--- src/rtl/uart_rx_buffer.sv ---
// uart_rx_buffer
// Receive-side byte FIFO sitting directly behind the UART receiver. Every
// word the receiver qualifies with its one-cycle rx_valid strobe is stored
// and handed to the consumer, in order, over a valid/ready interface. This
// lets a consumer stall without losing bytes. The block also tracks
// occupancy, raises an almost-full watermark, and keeps a sticky overflow
// flag for bytes that arrive with no space.
//
// Parameters
//   DATA_WIDTH : received word width
//   DEPTH      : number of entries (power of two, >= 2)
//   AF_LEVEL   : almost_full asserts when count >= AF_LEVEL (1..DEPTH)
//
// Ports
//   clock        in   single clock, rising edge
//   reset_n      in   asynchronous active-low reset
//   rx_valid     in   one-cycle strobe: rx_data holds a good frame
//   rx_data      in   received word
//   out_data     out  head-of-FIFO word (first-word fall-through)
//   out_valid    out  FIFO non-empty
//   out_ready    in   consumer accepts the head when out_valid is high
//   count        out  current occupancy, 0..DEPTH
//   full         out  count == DEPTH
//   almost_full  out  count >= AF_LEVEL
//   overflow     out  sticky: a word was dropped
//   clr_overflow in   one-cycle pulse that clears overflow
module uart_rx_buffer #(
  parameter int DATA_WIDTH = 8,
  parameter int DEPTH      = 16,
  parameter int AF_LEVEL   = 12
) (
  input  logic                       clock,
  input  logic                       reset_n,
  input  logic                       rx_valid,
  input  logic [DATA_WIDTH-1:0]      rx_data,
  output logic [DATA_WIDTH-1:0]      out_data,
  output logic                       out_valid,
  input  logic                       out_ready,
  output logic [$clog2(DEPTH):0]     count,
  output logic                       full,
  output logic                       almost_full,
  output logic                       overflow,
  input  logic                       clr_overflow
);

  localparam int PTR_W = $clog2(DEPTH);
  localparam int CNT_W = PTR_W + 1;
  localparam logic [CNT_W-1:0] DEPTH_C = CNT_W'(DEPTH);
  localparam logic [CNT_W-1:0] AF_C    = CNT_W'(AF_LEVEL);

  logic [DATA_WIDTH-1:0] mem [DEPTH];
  logic [PTR_W-1:0]      wr_ptr;
  logic [PTR_W-1:0]      rd_ptr;
  logic                  push;
  logic                  pop;
  logic                  drop;

  // Flags are decoded only from the registered count, so there is no
  // combinational path from rx_valid or out_ready to any status output.
  assign out_valid   = (count != '0);
  assign full        = (count == DEPTH_C);
  assign almost_full = (count >= AF_C);
  assign out_data    = mem[rd_ptr];

  // A full FIFO still accepts a word when the head leaves in the same
  // cycle; otherwise a strobe while full is dropped and flagged.
  always_comb begin
    pop  = out_valid & out_ready;
    push = rx_valid & (~full | pop);
    drop = rx_valid & full & ~pop;
  end

  // Storage is deliberately not reset; the pointers and count define
  // which entries are meaningful.
  always_ff @(posedge clock) begin
    if (push) begin
      mem[wr_ptr] <= rx_data;
    end
  end

  // Pointers wrap naturally at DEPTH because DEPTH is a power of two.
  always_ff @(posedge clock or negedge reset_n) begin
    if (!reset_n) begin
      wr_ptr <= '0;
      rd_ptr <= '0;
    end else begin
      if (push) begin
        wr_ptr <= wr_ptr + PTR_W'(1);
      end
      if (pop) begin
        rd_ptr <= rd_ptr + PTR_W'(1);
      end
    end
  end

  // Occupancy changes only when exactly one of push/pop happens.
  always_ff @(posedge clock or negedge reset_n) begin
    if (!reset_n) begin
      count <= '0;
    end else begin
      case ({push, pop})
        2'b10:   count <= count + CNT_W'(1);
        2'b01:   count <= count - CNT_W'(1);
        default: count <= count;
      endcase
    end
  end

  // A drop wins over a simultaneous clear so that no lost word goes
  // unreported.
  always_ff @(posedge clock or negedge reset_n) begin
    if (!reset_n) begin
      overflow <= 1'b0;
    end else if (drop) begin
      overflow <= 1'b1;
    end else if (clr_overflow) begin
      overflow <= 1'b0;
    end
  end

endmodule

--- config.mk ---
export PLATFORM = sky130hd
export DESIGN_NAME = uart_rx_buffer
export DESIGN_NICKNAME = d
export VERILOG_FILES = /design/src/rtl/uart_rx_buffer.sv
export SDC_FILE = /design/constraint.sdc
export NUM_CORES = 1
export LEC_CHECK = 0
export ABC_AREA = 1
export CAP_MARGIN = 20
export CORE_ASPECT_RATIO = 1.2
export CORE_MARGIN = 4
export CORE_UTILIZATION = 44
export CTS_CLUSTER_DIAMETER = 150
export DETAILED_ROUTE_END_ITERATION = 16
export PLACE_DENSITY = 0.65
export RECOVER_POWER = 50
export SYNTH_ARGS = -nofsm -noshare
export SYNTH_HDL_FRONTEND = slang
export SYNTH_SLANG_ARGS = --single-unit
export TNS_END_PERCENT = 5
--- constraint.sdc ---
create_clock -name clock -period 2.5 [get_ports clock]
set_input_delay 0.5 -clock clock [delete_from_list [all_inputs] [get_ports clock]]
set_output_delay 0.5 -clock clock [all_outputs]
set_load 0.005 [all_outputs]
==> run_results.csv, run 1 <==
group,metric,value,unit
run_status,status,"completed",
setup_path,r2r_start,"count[1]$_DFFE_PN0P_",
setup_path,cp.arrival,1950,ps
layout,fillers,1090,
power,p_leak,2.73,nW
routing,avgRoutedWirePerCell,19.8,microns
setup_path,cpPeakStageDelay,440,ps
die,io_pins,30,
die,core,13400,sq um
timing,setup_viol,0,
layout,diodes,0,
yosys,mappedNetlistArea,6040,sq um
routing,drc_errors,0,
timing,fin_crit_sh,98.0,%
timing,rsz0062_at_grt,"true",
timing,timing.final.ws_setup,49.6,ps
yosys,syn_avg_cell_area,12.4,sq um
setup_path,crit_chain,"buf_12 -> buf_12 -> nor2_2 -> nor2_1 -> o21ai_1 -> o211ai_1 -> nand3_1 -> nand2_2 -> clkbuf_2",
routing,drt_iter0_drc,449,
placement,gp_congestion,0.826,
clock_tree,postCtsHoldBufs,0,
setup_path,crit_buf_inv,3,
clock_tree,cts-buffers-inserted,17,
grt,overflow,0,
timing,worst_pin_slew,772,ps
timing,min_period,2450,ps
routing,vias_per_cell,5.50,
die,die_x,115,microns
clock_tree,path_clk_slew,60,ps
yosys,synth_seq_area_share,69.4,%
power,vdd_drop_max,624,uV
setup_path,cp-end-kind,"output pin",
yosys,ys_seq_elements,142,
job,maxCapViolCount,0,
placement,placed_area,6680,sq um
layout,syn_to_final_growth,23.0,%
yosys,synthCells,487,
setup_path,crit_fanout,15,
yosys,ys_types,31,
routing,first_pass_iters,5,
timing,slew_violations,0,
placement,numPortBuffers,29,
die,dieArea,15700,sq um
clock_tree,cts_root_buffer,"clkbuf_16",
die,die_h,136,microns
clock_tree,clock_latency,410,ps
power,power.density,1220,nW/um^2
routing,route.vias.total,4068,
worst_hold_path,hp-class,"register to register",
timing,fin_skew,10.2,ps
clock_tree,cts_htree_levels,4,
setup_path,start_kind,"register",
setup_path,slowest_stage,"dfrtp_2",
setup_path,worst_path_dominant_cell_family,"flip-flops",
grt,globalRouteTotalUtil,19.6,%
yosys,ys.warnings.count,0,
layout,layout-drive-gt1-share,17.3,%
timing,fmax,408,MHz
worst_hold_path,hold_start,"overflow$_DFFE_PN0P_",
clock_tree,cts_max_path_buffers,2,
placement,dp_slack,83.7,ps
die,start_util,45.3,%
layout,final_area,7430,sq um
setup_path,cpMostUsedCell,"buf_12",
grt,grt_pass1_wl,22600,microns
routing,routed_wl,14600,microns
routing,ant_nets,0,
die,placementRows,46,
timing,finalHoldViolations,0,
layout,num-nets-final,581,
setup_path,worstSetupStartpoint,"rd_ptr[0]$_DFFE_PN0N_",
placement,dp_hpwl,8930,microns
setup_path,required,2000,ps
setup_path,path_class,"register to output pin",
grt,grt_max_degree,31,
yosys,synth_nets,509,
grt,antenna_found_initial,0,
clock_tree,cts_tree,"yes",
clock_tree,clock-sinks,142,
grt,grt_pass1_vias,4095,
timing,max_slew_margin,48.4,%
[stage by stage]
| stage | TNS, ps | hold WS [ps] | instances | util, % | power (mW) |
|---|---|---|---|---|---|
| 4_1_cts | -190 | 538 | 739 | 55.8 | 9.09 |
| 3_5_place_dp | 0 | 518 | 697 | 50.0 | 6.22 |
| 2_1_floorplan | 0 | 204 | 487 | - | 5.02 |
| 6_report | 0 | 532 | 740 | 55.7 | 9.10 |
| 3_3_place_gp | 0 | 518 | 697 | 50.0 | 6.16 |
| 5_1_grt | -61.6 | 565 | 740 | 55.7 | 9.58 |
[cells in the mapped netlist (all sizes together)]
cell,number,share of area (%)
nand2,32,2.4
dfrtp,14,5.8
a21oi,6,0.50
clkinv,2,0.12
nand4,1,0.10
o211ai,32,4.0
o32ai,1,0.14
buf,21,2.4
o21ai,73,6.2
xor2,8,1.3
nor2,104,6.7
inv,26,1.7
ha,8,1.7
fa,1,0.33
clkbuf,4,0.27
edfxtp,128,64
nand3,26,2.7
[final timing paths]
path | end | slack [ps] | depth (start not counted)
min reg2reg | overflow$_DFFE_PN0P_ | 530 | 2
max reg2reg | count[4]$_DFFE_PN0P_ | 230 | 14
max in group asynchronous | rd_ptr[0]$_DFFE_PN0N_ | 1360 | 1
min in group asynchronous | wr_ptr[1]$_DFFE_PN0P_ | 600 | 1
min | overflow$_DFFE_PN0P_ | 530 | 2
max | out_data[1] | 50 | 9
[flip-flops by register name, summed over array words and instances (netlist names)]
signal / flops
wr_ptr: 4
rd_ptr: 4
overflow: 1
count: 5
mem: 128
[placed cells by master, fill, tap and decap left out, drive strengths merged, types with 9 or more instances in the layout]
cell	count
dlygate4sd3	9
clkbuf	22
clkdlybuf4s50	12
o211ai	32
o21ai	73
dfrtp	14
nor2	104
edfxtp	128
nand3	26
buf	50
clkinv	13
inv	27
nand2	32
[cell families (layout without fill, tap and decap cells)]
family	after synthesis	in the layout	synth area share, %
AOI/OAI and AO/OA	112	112	10.8
xor gates and xnor gates	8	8	1.28
adders and majority gates	9	9	1.99
buffers and inverters	53	138	4.53
DFF	142	142	69.4
and+or+nand+nor	163	163	11.9
[cell type report]
type                       count  area (sq um)  share of cell area, %
clock buffer                  17           425                   5.72
clock inverter                15           176                   2.37
timing repair inverter         1          11.3                  0.151
timing repair buffer          77           728                   9.79
tap                          168           210                   2.83
sequential                   142          4200                   56.4
multi-input combinational    292          1570                   21.1
inverter                      28           121                   1.63
[repair_timing]
item | in CTS | in global routing
gates resized for setup | 39 | 23
setup endpoints to repair | 8 | 8
cloned | 3 | 0
setup buffers | 7 | 1
pin swaps | 17 | 17
[layer usage]
metal / GRT usage, % / share of wire (%) / vias up
li1: - / - / 1886
met1: 24.4 / 40 / 1961
met2: 32.6 / 50 / 185
met3: 5.08 / 6.6 / 36
met4: 8.02 / 3.3 / 0
met5: 0 / 0 / -
[worst min-delay path, stage by stage (launching register included)]
cell	delay (ps)
dfrtp_1	380
inv_1	50
o32ai_1	60
[power by group]
group	internal, mW	leakage [nW]	total, mW	switching (mW)
clock network	1.65	0.298	2.58	0.932
registers	2.91	1.32	3.09	0.183
logic	1.41	1.11	3.43	2.02
Power figures use the tool's default switching activity.
==> run 2, diff against run 1 <==
PLACE_DENSITY = 0.67   (was 0.65)
==> run_results.csv, run 2 (synthesis results as in run 1) <==
group,metric,value,unit
power,netSwitchingPower,3.22,mW
layout,largest_reg_flops,128,
setup_path,r2r_end,"count[4]$_DFFE_PN0P_",
layout,fillers,1091,
layout,num-nets-final,582,
grt,grt_pass1_vias,4194,
layout,layout_commonest_cell,"edfxtp_1",
clock_tree,cts-buffers-inserted,17,
layout,seq_area,4200,sq um
job,maxCapViolCount,0,
routing,route.vias.total,4100,
power,p_int,6.14,mW
setup_path,worstRegToRegCells,14,
routing,avgRoutedWirePerCell,19.9,microns
layout,diodes,0,
die,start_util,45.3,%
grt,globalRouteTotalUtil,20.0,%
layout,final_area,7530,sq um
routing,routed_wl,14700,microns
setup_path,path_class,"register to output pin",
setup_path,worstSetupStartpoint,"rd_ptr[0]$_DFFE_PN0N_",
die,placementRows,46,
layout,mostFrequentLayoutCells,"edfxtp_1, nor2_1, o21ai_0",
timing,max_slew_margin,52.3,%
worst_hold_path,holdPathStages,2,
power,p_leak,2.76,nW
placement,gp_congestion,0.823,
layout,syn_to_final_growth,24.6,%
timing,slew_violations,0,
grt,overflow,0,
die,dieArea,15700,sq um
placement,dp_hpwl,9120,microns
setup_path,required,2000,ps
setup_path,cp-end-kind,"output pin",
power,p_clk_share,28.3,%
timing,fin_skew,10.0,ps
clock_tree,clock_latency,420,ps
placement,placed_area,6660,sq um
die,core,13400,sq um
clock_tree,cts_root_buffer,"clkbuf_16",
power,power.density,1240,nW/um^2
clock_tree,cts_max_path_buffers,2,
layout,multi_input_area,1580,sq um
power,power_frac_comb,38.6,%
layout,regMostFlops,"mem",
power,vdd_drop_max,597,uV
timing,setup_viol,0,
routing,vias_per_cell,5.53,
routing,drt_iter0_drc,396,
power,pwr-share-seq,33.1,%
clock_tree,clock-sinks,142,
die,die_h,136,microns
setup_path,cp.arrival,1980,ps
routing,ant_nets,0,
timing,min_period,2480,ps
timing,fmax,403,MHz
power,switching_share,34.4,%
worst_hold_path,whs_endpoint,"overflow$_DFFE_PN0P_",
placement,dp_slack,72.3,ps
clock_tree,cts_htree_levels,4,
grt,antenna_found_initial,0,
die,die_x,115,microns
clock_tree,cts_tree,"yes",
layout,layout-drive-gt1-share,18.7,%
power,total_power,9.36,mW
setup_path,r2r_start,"count[1]$_DFFE_PN0P_",
run_status,status,"completed",
timing,worst_pin_slew,713,ps
grt,grt_pass1_wl,23300,microns
layout,reg.largest.list,"mem x128, count x5",
timing,rsz0062_at_grt,"true",
timing,finalHoldViolations,0,
timing,timing.final.ws_setup,17.7,ps
setup_path,r2r_slack,340,ps
routing,drc_errors,0,
timing,fin_crit_sh,99.3,%
worst_hold_path,hold_start,"overflow$_DFFE_PN0P_",
clock_tree,path_clk_slew,60,ps
clock_tree,postCtsHoldBufs,0,
setup_path,start_kind,"register",
placement,numPortBuffers,29,
setup_path,crit_fanout,24,
grt,grt_max_degree,38,
routing,first_pass_iters,5,
die,io_pins,30,
worst_hold_path,hp-class,"register to register",
run 2: cell count changes in the layout (fill, tap and decap cells not counted), sizes merged:
cell / delta
bufbuf: +1
dlygate4sd2: +2
clkbuf: -3
clkdlybuf4s15: +2
clkinvlp: +4
clkinv: -5
run 2: layer usage:
metal / up-vias / wire length (microns) / GRT usage [%]
li1: 1883 / - / -
met1: 2004 / 5520 / 23.3
met2: 175 / 7850 / 35.1
met3: 38 / 835 / 4.67
met4: 0 / 510 / 8.28
met5: - / 0 / 0
run 2: power groups by stage:
stage | clock (mW) | combinational [mW] | sequential (mW)
after floorplan | 0 | 1.93 | 3.08
after global placement | 0 | 3.02 | 3.13
after detailed placement | 0 | 3.10 | 3.14
after CTS | 2.67 | 3.56 | 3.09
after global routing | 2.77 | 3.93 | 3.13
final | 2.64 | 3.62 | 3.10
run 2: area by class of cell:
| cell class | count | share of cell area [%] |
|---|---|---|
| timing repair inverter | 1 | 0.0831 |
| multi-input combinational | 292 | 20.9 |
| timing repair buffer | 78 | 10.6 |
| inverter | 28 | 1.61 |
| sequential | 142 | 55.7 |
| clock buffer | 18 | 5.70 |
| clock inverter | 14 | 2.56 |
| tap | 168 | 2.79 |
run 2: critical path, cell delays in order, from the launching register on:
cell	delay, ps
dfrtp_2	430
buf_4	160
buf_12	120
buf_16	150
o21ai_1	140
o211ai_1	90
nand3_1	120
nand2_1	80
dlygate4sd2_1	270
run 2: worst max-delay path by stage:
stage / to / slack [ps] / depth (start not counted)
global placement: out_data[6] / 150 / 8
floorplan: count[4]$_DFFE_PN0P_ / 540 / 14
CTS: out_data[1] / -60 / 9
global route: out_data[3] / -70 / 8
finish: out_data[3] / 20 / 8
detailed placement: count[4]$_DFFE_PN0P_ / 70 / 14
run 2: metrics by stage:
step | setup TNS [ps] | std cells | hold WS, ps | util (%)
after CTS | -109 | 741 | 531 | 56.4
after floorplan | 0 | 487 | 204 | -
final | 0 | 741 | 565 | 56.4
after detailed placement | 0 | 693 | 569 | 49.9
after global placement | 0 | 693 | 537 | 49.9
after global routing | -285 | 741 | 589 | 56.4
run 2: what timing repair did:
item / CTS / global route
gates resized for setup: 44 / 21
gates cloned: 4 / 0
endpoints found under the hold margin: 0 / 0
endpoints found under the setup margin: 8 / 8
setup buffers: 12 / 0
pin swaps: 12 / 12
